===== src/rtl/voice_allocator.sv =====
// voice_allocator: polyphonic voice allocator and sample-scan scheduler.
// Maps 16-bit note commands ([15] on/off, [14:8] note, [7:0] velocity) onto
// VOICES slots. Each sample tick walks the slot table once and presents one
// voice per cycle to the generator bank.
// Optional feature macro: VOICE_STEAL_EN. When it is defined, a note-on that
// finds the table full overwrites the oldest slot. When it is undefined, that
// note-on is dropped and o_drop pulses.
module voice_allocator #(
    parameter int VOICES = 8,
    parameter int AGE_W  = 4
) (
    input  logic                       clk,
    input  logic                       reset,
    input  logic                       i_cmd_valid,
    input  logic [15:0]                i_cmd,
    output logic                       o_cmd_ready,
    input  logic                       i_sample_tick,
    output logic                       o_voice_valid,
    output logic [$clog2(VOICES)-1:0]  o_voice_idx,
    output logic [6:0]                 o_voice_note,
    output logic [7:0]                 o_voice_vel,
    output logic                       o_voice_active,
    output logic [VOICES-1:0]          o_active_mask,
    output logic                       o_drop,
    output logic                       o_overrun
);

    localparam int IDX_W = $clog2(VOICES);
    localparam logic [IDX_W-1:0] LAST_IDX = IDX_W'(VOICES - 1);
    localparam logic [AGE_W-1:0] AGE_MAX  = '1;
    localparam logic [6:0]       NOTE_ALL = 7'h7F;

    localparam logic [1:0] S_IDLE   = 2'd0;
    localparam logic [1:0] S_SEARCH = 2'd1;
    localparam logic [1:0] S_COMMIT = 2'd2;
    localparam logic [1:0] S_SCAN   = 2'd3;

    // Command FSM and latched command.
    logic [1:0]        r_state;
    logic              r_cmd_on;
    logic              r_cmd_stop;
    logic [6:0]        r_cmd_note;
    logic [7:0]        r_cmd_vel;
    logic              r_tick_pend;

    // Search bookkeeping.
    logic [IDX_W-1:0]  r_srch_idx;
    logic              r_match_found;
    logic [IDX_W-1:0]  r_match_idx;
    logic              r_free_found;
    logic [IDX_W-1:0]  r_free_idx;
`ifdef VOICE_STEAL_EN
    logic              r_old_found;
    logic [IDX_W-1:0]  r_old_idx;
    logic [AGE_W-1:0]  r_old_age;
`endif

    // Slot table.
    logic [VOICES-1:0] r_active;
    logic [6:0]        r_note [VOICES];
    logic [7:0]        r_vel  [VOICES];
    logic [AGE_W-1:0]  r_age  [VOICES];

    // Next-state slot table (differs from the current one only in COMMIT).
    logic [VOICES-1:0] w_active;
    logic [6:0]        w_note [VOICES];
    logic [7:0]        w_vel  [VOICES];
    logic [AGE_W-1:0]  w_age  [VOICES];
    logic              w_drop;
    logic              w_tgt_vld;
    logic [IDX_W-1:0]  w_tgt;

    // Scan output registers.
    logic              r_voice_valid;
    logic [IDX_W-1:0]  r_voice_idx;
    logic [6:0]        r_voice_note;
    logic [7:0]        r_voice_vel;
    logic              r_voice_active;
    logic              r_drop;
    logic              r_overrun;
    logic              w_scan_load;
    logic [IDX_W-1:0]  w_scan_idx;

    // Saturating age increment.
    function automatic logic [AGE_W-1:0] f_age_inc(input logic [AGE_W-1:0] a);
        return (a == AGE_MAX) ? a : a + AGE_W'(1);
    endfunction

    assign o_cmd_ready    = (r_state == S_IDLE) && !i_sample_tick;
    assign o_active_mask  = r_active;
    assign o_voice_valid  = r_voice_valid;
    assign o_voice_idx    = r_voice_idx;
    assign o_voice_note   = r_voice_note;
    assign o_voice_vel    = r_voice_vel;
    assign o_voice_active = r_voice_active;
    assign o_drop         = r_drop;
    assign o_overrun      = r_overrun;

    // Compute the table update applied at the end of the COMMIT cycle.
    always_comb begin
        w_active  = r_active;
        w_note    = r_note;
        w_vel     = r_vel;
        w_age     = r_age;
        w_drop    = 1'b0;
        w_tgt_vld = 1'b0;
        w_tgt     = '0;
        if (r_state == S_COMMIT) begin
            if (r_cmd_stop) begin
                w_active = '0;
            end else if (!r_cmd_on) begin
                if (r_match_found) w_active[r_match_idx] = 1'b0;
            end else begin
                if (r_match_found) begin
                    w_tgt_vld = 1'b1;
                    w_tgt     = r_match_idx;
                end else if (r_free_found) begin
                    w_tgt_vld = 1'b1;
                    w_tgt     = r_free_idx;
                end else begin
`ifdef VOICE_STEAL_EN
                    w_tgt_vld = 1'b1;
                    w_tgt     = r_old_idx;
`else
                    w_drop    = 1'b1;
`endif
                end
                if (w_tgt_vld) begin
                    // Every other sounding slot gets one step older.
                    for (int i = 0; i < VOICES; i++) begin
                        if (r_active[i] && (IDX_W'(i) != w_tgt))
                            w_age[i] = f_age_inc(r_age[i]);
                    end
                    w_active[w_tgt] = 1'b1;
                    w_note[w_tgt]   = r_cmd_note;
                    w_vel[w_tgt]    = r_cmd_vel;
                    w_age[w_tgt]    = '0;
                end
            end
        end
    end

    // Decide whether a scan output is loaded this cycle and which slot.
    always_comb begin
        w_scan_load = 1'b0;
        w_scan_idx  = '0;
        case (r_state)
            S_IDLE:   w_scan_load = i_sample_tick;
            S_COMMIT: w_scan_load = r_tick_pend || i_sample_tick;
            S_SCAN: begin
                w_scan_load = (r_voice_idx != LAST_IDX);
                w_scan_idx  = r_voice_idx + IDX_W'(1);
            end
            default:  w_scan_load = 1'b0;
        endcase
    end

    // Slot table storage.
    always_ff @(posedge clk or negedge reset) begin
        if (!reset) begin
            r_active <= '0;
            for (int i = 0; i < VOICES; i++) begin
                r_note[i] <= '0;
                r_vel[i]  <= '0;
                r_age[i]  <= '0;
            end
        end else begin
            r_active <= w_active;
            r_note   <= w_note;
            r_vel    <= w_vel;
            r_age    <= w_age;
        end
    end

    // Command FSM: accept, search the table, commit, hand off to the scan.
    always_ff @(posedge clk or negedge reset) begin
        if (!reset) begin
            r_state       <= S_IDLE;
            r_cmd_on      <= 1'b0;
            r_cmd_stop    <= 1'b0;
            r_cmd_note    <= '0;
            r_cmd_vel     <= '0;
            r_tick_pend   <= 1'b0;
            r_srch_idx    <= '0;
            r_match_found <= 1'b0;
            r_match_idx   <= '0;
            r_free_found  <= 1'b0;
            r_free_idx    <= '0;
`ifdef VOICE_STEAL_EN
            r_old_found   <= 1'b0;
            r_old_idx     <= '0;
            r_old_age     <= '0;
`endif
        end else begin
            case (r_state)
                S_IDLE: begin
                    if (i_sample_tick) begin
                        r_state <= S_SCAN;
                    end else if (i_cmd_valid) begin
                        r_cmd_on      <= i_cmd[15];
                        r_cmd_note    <= i_cmd[14:8];
                        r_cmd_vel     <= i_cmd[7:0];
                        r_cmd_stop    <= !i_cmd[15] && (i_cmd[14:8] == NOTE_ALL);
                        r_srch_idx    <= '0;
                        r_match_found <= 1'b0;
                        r_free_found  <= 1'b0;
`ifdef VOICE_STEAL_EN
                        r_old_found   <= 1'b0;
`endif
                        r_state <= (!i_cmd[15] && (i_cmd[14:8] == NOTE_ALL)) ? S_COMMIT : S_SEARCH;
                    end
                end
                S_SEARCH: begin
                    if (i_sample_tick) r_tick_pend <= 1'b1;
                    if (!r_match_found && r_active[r_srch_idx] && (r_note[r_srch_idx] == r_cmd_note)) begin
                        r_match_found <= 1'b1;
                        r_match_idx   <= r_srch_idx;
                    end
                    if (!r_free_found && !r_active[r_srch_idx]) begin
                        r_free_found <= 1'b1;
                        r_free_idx   <= r_srch_idx;
                    end
`ifdef VOICE_STEAL_EN
                    // Strict compare keeps the lowest index on equal ages.
                    if (r_active[r_srch_idx] && (!r_old_found || (r_age[r_srch_idx] > r_old_age))) begin
                        r_old_found <= 1'b1;
                        r_old_idx   <= r_srch_idx;
                        r_old_age   <= r_age[r_srch_idx];
                    end
`endif
                    if (r_srch_idx == LAST_IDX) r_state <= S_COMMIT;
                    else                        r_srch_idx <= r_srch_idx + IDX_W'(1);
                end
                S_COMMIT: begin
                    r_tick_pend <= 1'b0;
                    r_state     <= (r_tick_pend || i_sample_tick) ? S_SCAN : S_IDLE;
                end
                S_SCAN: begin
                    if (r_voice_idx == LAST_IDX) r_state <= S_IDLE;
                end
                default: r_state <= S_IDLE;
            endcase
        end
    end

    // Registered scan outputs and one-cycle status pulses.
    always_ff @(posedge clk or negedge reset) begin
        if (!reset) begin
            r_voice_valid  <= 1'b0;
            r_voice_idx    <= '0;
            r_voice_note   <= '0;
            r_voice_vel    <= '0;
            r_voice_active <= 1'b0;
            r_drop         <= 1'b0;
            r_overrun      <= 1'b0;
        end else begin
            r_voice_valid <= w_scan_load;
            if (w_scan_load) begin
                r_voice_idx    <= w_scan_idx;
                r_voice_note   <= w_note[w_scan_idx];
                r_voice_vel    <= w_vel[w_scan_idx];
                r_voice_active <= w_active[w_scan_idx];
            end else begin
                r_voice_idx    <= '0;
                r_voice_note   <= '0;
                r_voice_vel    <= '0;
                r_voice_active <= 1'b0;
            end
            r_drop    <= w_drop;
            r_overrun <= (r_state == S_SCAN) && i_sample_tick;
        end
    end

endmodule


===== config.mk =====
export PLATFORM = sky130hd
export DESIGN_NAME = voice_allocator
export DESIGN_NICKNAME = d
export VERILOG_FILES = /design/src/rtl/voice_allocator.sv
export SDC_FILE = /design/constraint.sdc
export NUM_CORES = 1
export LEC_CHECK = 0
export BUFFER_PORTS_ARGS = -buffer_cell sky130_fd_sc_hd__buf_2
export CAP_MARGIN = 25
export CORE_MARGIN = 1
export CORE_UTILIZATION = 31
export CTS_CLUSTER_SIZE = 30
export DETAILED_ROUTE_END_ITERATION = 10
export PLACE_DENSITY = 0.43
export SYNTH_ARGS = -nofsm -noshare
export SYNTH_HDL_FRONTEND = slang
export SYNTH_SLANG_ARGS = --single-unit

===== constraint.sdc =====
create_clock -name clk -period 2.6 [get_ports clk]
set_input_delay 0.52 -clock clk [delete_from_list [all_inputs] [get_ports clk]]
set_output_delay 0.52 -clock clk [all_outputs]
set_load 0.05 [all_outputs]

==> out/results.txt, run 1 <==
Routability cong.: 0.907
Cells after Synth: 716
Net Sw Frac: 41.7%
Crit Path Class: reg -> reg
Slowest-stage cell, CP: mux4_1
Most common cell after layout, fill and taps aside: dfrtp_1
Final wirelength: 25100 µm
# diodes: 0
Pwr Total: 10800 µW
Tot GR Track Use: 18.2%
CTS Buf Count: 17
Register area share after synthesis: 52.0%
Crit-path max cell delay: 0.52 ns
Worst EP arrival: 2.71 ns
WL met2: 12000 µm
Worst setup EP type: register
Io pins: 51
ANT nets after route: 0
Max clock buf depth: 2
Slew HR: 57.3%
Top-area cell type share of the netlist area: 52.0%
Most frequent cells in the layout: dfrtp_1 (181), mux2_2 (125), nand2_1 (86)
TritonCTS clock tree: done
Largest net degree at the start of global routing: 59
CP Data Required Time: 2.91 ns
RSZ-0062 raised after global routing: false
Post-CTS Hold Buffers: 0
Worst Clk Skew: 0.0179 ns
Slew @ Worst Pin: 0.639 ns
H-tree depth: 4
Grt total ovfl: 0
Asr flop ratio synth: 100%
CP Launch Type: register
Final Cycle Share: 92.1%
Final min period: 2.40 ns
Mean Syn Cell Area: 12.2 µm²
Routed len/inst: 21.7 µm
Vias post-DR: 6202
IO buf count: 50
Clock sinks: 181
Post-Syn Area: 8710 µm²
Synth cell types: 53
Root Buffer: clkbuf_16
Top cell type by total area after synthesis: dfrtp_1
Status: completed
Initial antenna violation count: 0
First-pass GRT wire length: 38900 µm
Sequential cell fraction of total power: 37.5%
Initial core utilization: 32.0%
Layout cells sized above 1: 34.7%
Cells along the critical path: buf_12 -> mux2i_1 -> mux4_1 -> xor2_1 -> nand4b_1 -> nor3_2 -> mux2_1
CP Buf/Inv Count: 1
HPWL after DPL: 16300 µm
Crit Path Max Fanout: 15
Static leakage: 0.00492 µW
Main flop type after synthesis: dfrtp_1
FF+latch count, synth: 181
Worst-path clk slew: 0.07 ns
Post-CTS Resized: 0
Post-route DRC: 0
Wire length on met1: 11500 µm
Clock group share of total power: 24.2%
First-pass DRT Iterations: 5
Top Metal Used: met4
Growth of design area from synthesis to finish: 17.2%
Die Wd: 170 µm
HP Class: in -> async
Post-place setup slack: 0.219 ns
Maximum vdd drop: 544 µV
Met3 routed WL: 1080 µm
Clk_lat worst skew: 0.44 ns
Fill cell count: 2640
Syn_nets: 740
Via density per instance: 5.37
Number of global-route vias before repair: 6276
Worst setup margin: 0.205 ns
EDFF count, synth: 0
Most area-consuming cells after synthesis: dfrtp_1 (52%), mux2_2 (16%), o221ai_1 (4.5%)
Core area: 27300 µm²
Max frequency: 417 MHz
Final core utilization: 37.5%
MaxCap Viol Count: 0
Hold Violations, Final: 0
YS warnings: 0
Cell row count: 60
Int Pwr: 6300 µW
Final setup TNS: 0 ns
Die Ht: 170 µm
Cell family with most CP delay: multiplexers
Starting DRC count in detailed routing: 324
Max Transition Viols Final: 0
Finish-stage setup viols: 0
Gate power share: 38.3%
Setup bufs post-CTS: 0
Cell Pwr Density: 1060 nW/µm²
Die ar.: 28800 µm²
Sw Pwr: 4490 µW
Fin nets: 795
==> power groups by stage <==
stage / clock [µW] / combinational [µW] / sequential (µW)
after floorplan: 0 / 2500 / 4180
after global placement: 0 / 4120 / 4060
after detailed placement: 0 / 4150 / 4080
after CTS: 2680 / 4170 / 4030
after global routing: 2810 / 4430 / 4130
final: 2610 / 4140 / 4050
==> cell families (layout without fill, tap and decap cells) <==
group           after synthesis  in the layout  synth area share, %
simple gates                172            172                 9.42
mux                         157            157                 22.1
flops                       181            181                 52.0
xor+xnor                      6              6                0.603
compound gates              133            133                 11.9
fa+ha+maj                     4              4                0.575
buf+inv                      63            131                 3.38
==> layout make-up <==
| class | count | area [µm²] | area share (%) |
|---|---|---|---|
| clock buffer | 18 | 439 | 4.30 |
| timing repair buffer | 97 | 724 | 7.09 |
| clock inverter | 14 | 154 | 1.51 |
| tap | 372 | 465 | 4.56 |
| inverter | 2 | 7.51 | 0.0735 |
| multi-input combinational | 472 | 3890 | 38.1 |
| sequential | 181 | 4530 | 44.4 |
==> Yosys cell counts, types with 3 or more instances <==
library cell  count
a21oi_1          18
a22o_1            4
and3_1            4
buf_1             9
buf_2            17
buf_4             3
clkbuf_1         29
dfrtp_1         181
ha_1              4
mux2_1            3
mux2_2          125
mux2i_1          15
mux4_1            8
mux4_2            5
nand2_1          86
nand2b_1         13
nand3_1           4
nor2_1           31
nor2b_1           6
nor3_1            6
nor4_1            3
o21a_1            4
o21ai_0          17
o21bai_1          4
o221ai_1         45
o22ai_1          16
o311a_1          15
xor2_1            5
==> per-layer routing <==
layer	vias up	track usage (%)
met5	-	0
met1	3203	24.9
met2	193	29.4
met3	38	2.82
met4	0	6.07
li1	2768	-
==> worst paths after layout <==
check / start / endpoint / slack [ns] / cells after the start
worst min register to register: r_vel[46] / r_vel[46] / 0.51 / 1
min in group clk: i_cmd[7] / r_cmd_vel[7] / 0.27 / 3
max in group asynchronous: reset / r_note[54] / 1.80 / 2
worst max register to register: r_srch_idx[1] / r_match_idx[2] / 0.20 / 7
worst min-delay path: reset / o_overrun / 0.06 / 1
worst max-delay path: r_srch_idx[1] / r_match_idx[2] / 0.20 / 7
==> stage by stage <==
step                cells  hold slack [ns]  cell area, µm²
finish               1156           0.0624           10200
global route         1156           0.0917           10200
CTS                  1156           0.0869           10200
detailed placement   1124            0.495            9620
global placement     1124            0.487            9620
floorplan             716            0.224            8710
==> flip-flops by register name (all words and copies together), names as in the netlist <==
signal	flops
r_vel	64
r_note	56
o_active_mask	8
o_voice_vel	8
r_cmd_vel	8
o_voice_note	7
r_cmd_note	7
o_voice_idx	3
r_free_idx	3
r_match_idx	3
r_srch_idx	3
r_state	2
o_drop	1
o_overrun	1
o_voice_active	1
o_voice_valid	1
r_cmd_on	1
r_cmd_stop	1
r_free_found	1
r_match_found	1
r_tick_pend	1
Power figures use the tool's default switching activity.
==> run 2: changes to the inputs <==
--- a/config.mk
+++ b/config.mk
@@ -6,7 +6,6 @@
 export NUM_CORES = 1
 export LEC_CHECK = 0
 export BUFFER_PORTS_ARGS = -buffer_cell sky130_fd_sc_hd__buf_2
-export CAP_MARGIN = 25
 export CORE_MARGIN = 1
 export CORE_UTILIZATION = 31
 export CTS_CLUSTER_SIZE = 30
==> constraint.sdc (replaced) <==
create_clock -name clk -period 2.4 [get_ports clk]
set_input_delay 0.48 -clock clk [delete_from_list [all_inputs] [get_ports clk]]
set_output_delay 0.48 -clock clk [all_outputs]
set_load 0.05 [all_outputs]
==> out/results.txt, run 2 (synthesis results as in run 1) <==
Status: completed
Growth of design area from synthesis to finish: 18.8%
First-pass DRT Iterations: 6 (+1)
Crit Path Max Fanout: 4 (-11)
Worst-path clk slew: 0.08 ns (about the same)
Slew HR: 51.6% (-5.7 points)
Die Ht: 170 µm (unchanged)
Initial core utilization: 32.0% (unchanged)
Maximum vdd drop: 473 µV (-13%)
IO buf count: 50 (unchanged)
Most frequent cells in the layout: dfrtp_1 (178), mux2_2 (125), nand2_1 (86)
Worst EP arrival: 2.71 ns (about the same)
Final wirelength: 25000 µm (-0.37%)
Worst setup EP type: register
Layout cells sized above 1: 35.9% (+1.2 points)
ANT nets after route: 0 (unchanged)
HPWL after DPL: 16200 µm (-0.87%)
Slew @ Worst Pin: 0.724 ns (+0.0853 ns)
WHS: 0.000291 ns (-0.0621 ns)
Fill cell count: 2648 (+0.30%)
Crit Path Class: reg -> reg
Placement Cell Area: 9710 µm² (+0.92%)
Max clock buf depth: 2 (unchanged)
Post-route cell area: 10300 µm² (+1.3%)
Root Buffer: clkbuf_16
Cell Pwr Density: 1150 nW/µm² (+8.4%)
Largest net degree at the start of global routing: 51 (-14%)
Die ar.: 28800 µm² (unchanged)
Post-CTS Hold Buffers: 0 (unchanged)
Max reg flops: 64 (unchanged)
Clock sinks: 181 (unchanged)
Die Wd: 170 µm (unchanged)
CP Launch Type: register
Via density per instance: 5.30 (-1.3%)
Routability cong.: 0.840 (-7.4%)
Finish-stage setup viols: 0 (unchanged)
Fin nets: 804 (+1.1%)
Crit-path max cell delay: 0.53 ns (about the same)
Static leakage: 0.00497 µW (+1.0%)
Routed len/inst: 21.5 µm (-1.2%)
CTS Buf Count: 17 (unchanged)
Final Cycle Share: 99.8% (+7.7 points)
Core area: 27300 µm² (unchanged)
CP Data Required Time: 2.71 ns (-0.20 ns)
H-tree depth: 4 (unchanged)
First-pass GRT wire length: 39000 µm (+0.16%)
Max frequency: 417 MHz (about the same)
Most common cell after layout, fill and taps aside: dfrtp_1
Slowest-stage cell, CP: mux4_1
Reg with most FFs: r_vel
Number of global-route vias before repair: 6272 (-0.064%)
Final core utilization: 38.0% (+0.50 points)
Grt total ovfl: 0 (unchanged)
Biggest regs: r_vel: 64 flops, r_note: 56 flops
Worst Clk Skew: 0.0169 ns (-0.00101 ns)
Tot GR Track Use: 18.2% (about the same)
Cells along the critical path: buf_4 -> mux4_1 -> mux2i_1 -> xor2_1 -> nand4b_1 -> nor3_4 -> mux2_1
TritonCTS clock tree: done
HP Class: in -> async
Io pins: 51 (unchanged)
Initial antenna violation count: 0 (unchanged)
Max Transition Viols Final: 0 (unchanged)
Hold Violations, Final: 0 (unchanged)
MaxCap Viol Count: 0 (unchanged)
Post-route DRC: 0 (unchanged)
Final min period: 2.40 ns (+0.000688 ns)
Clk_lat worst skew: 0.44 ns (about the same)
Vias post-DR: 6177 (-0.40%)
Cell row count: 60 (unchanged)
Starting DRC count in detailed routing: 353 (+9.0%)
RSZ-0062 raised after global routing: true
## run 2: cell types whose count changed in the layout (fill, tap and decap cells not counted), sizes merged
| cell | change |
|---|---|
| inv | -5 |
| diode | +1 |
| buf | +9 |
| clkinv | +1 |
| clkbuf | +1 |
| bufinv | +2 |
| clkinvlp | +1 |
## run 2: area by class of cell
cell class                 instances  area [µm²]  area share [%]
clock inverter                    13         146            1.41
timing repair buffer             106         855            8.26
tap                              372         465            4.50
antenna                            1        2.50          0.0242
clock buffer                      19         433            4.18
multi-input combinational        472        3910            37.7
sequential                       181        4530            43.8
inverter                           2        7.51          0.0726
## run 2: metrics by stage
step | TNS (ns) | std cells | total power [µW] | worst slack, ns
after global placement | 0 | 1129 | 8910 | 0.0217
final | 0 | 1166 | 11900 | 0.00382
after global routing | -0.287 | 1165 | 12500 | -0.108
after floorplan | 0 | 716 | 7230 | 0.0315
after CTS | 0 | 1162 | 11900 | 0.00695
after detailed placement | -0.192 | 1129 | 8980 | -0.0728
## run 2: layer usage
layer | global-route usage (%) | vias to the layer above | share of wire (%)
met3 | 2.99 | 29 | 3.8
met1 | 24.6 | 3179 | 46
met4 | 5.41 | 0 | 2.0
li1 | - | 2796 | -
met5 | 0 | - | 0
met2 | 29.8 | 173 | 48
## run 2: final timing paths
| check | from | end | slack (ns) | depth (start not counted) |
|---|---|---|---|---|
| worst max-delay path | r_srch_idx[0] | r_match_idx[1] | 0.004 | 7 |
| worst min-delay path | reset | r_state[1] | 0.0003 | 1 |
| worst max register to register | r_srch_idx[0] | r_match_idx[1] | 0.004 | 7 |
| worst min register to register | r_vel[51] | r_vel[51] | 0.51 | 1 |
| max in group asynchronous | reset | r_note[1] | 1.75 | 2 |
| min in group clk | i_cmd[2] | r_cmd_vel[2] | 0.24 | 3 |
## run 2: repair_timing
item | 4_1_cts | 5_1_grt
endpoints found under the setup margin | 3 | 3
pin swaps | 0 | 3
resized for setup | 3 | 3
buffers inserted | 1 | 3
## run 2: critical path: cells and delay by family, from the launching register on
kind | cells | cell delay, ns
simple gates | 2 | 0.42
mux | 3 | 1.10
xor+xnor | 1 | 0.20
buf+inv | 1 | 0.13
flops | 1 | 0.43
## run 2: report_power, final
| part | total (µW) | switching [µW] | leakage (µW) | internal [µW] |
|---|---|---|---|---|
| Sequential | 4340 | 666 | 0.00246 | 3680 |
| Combinational | 4710 | 2850 | 0.00223 | 1860 |
| Clock | 2800 | 1250 | 0.000284 | 1550 |
| Total | 11900 | 4760 | 0.00497 | 7090 |
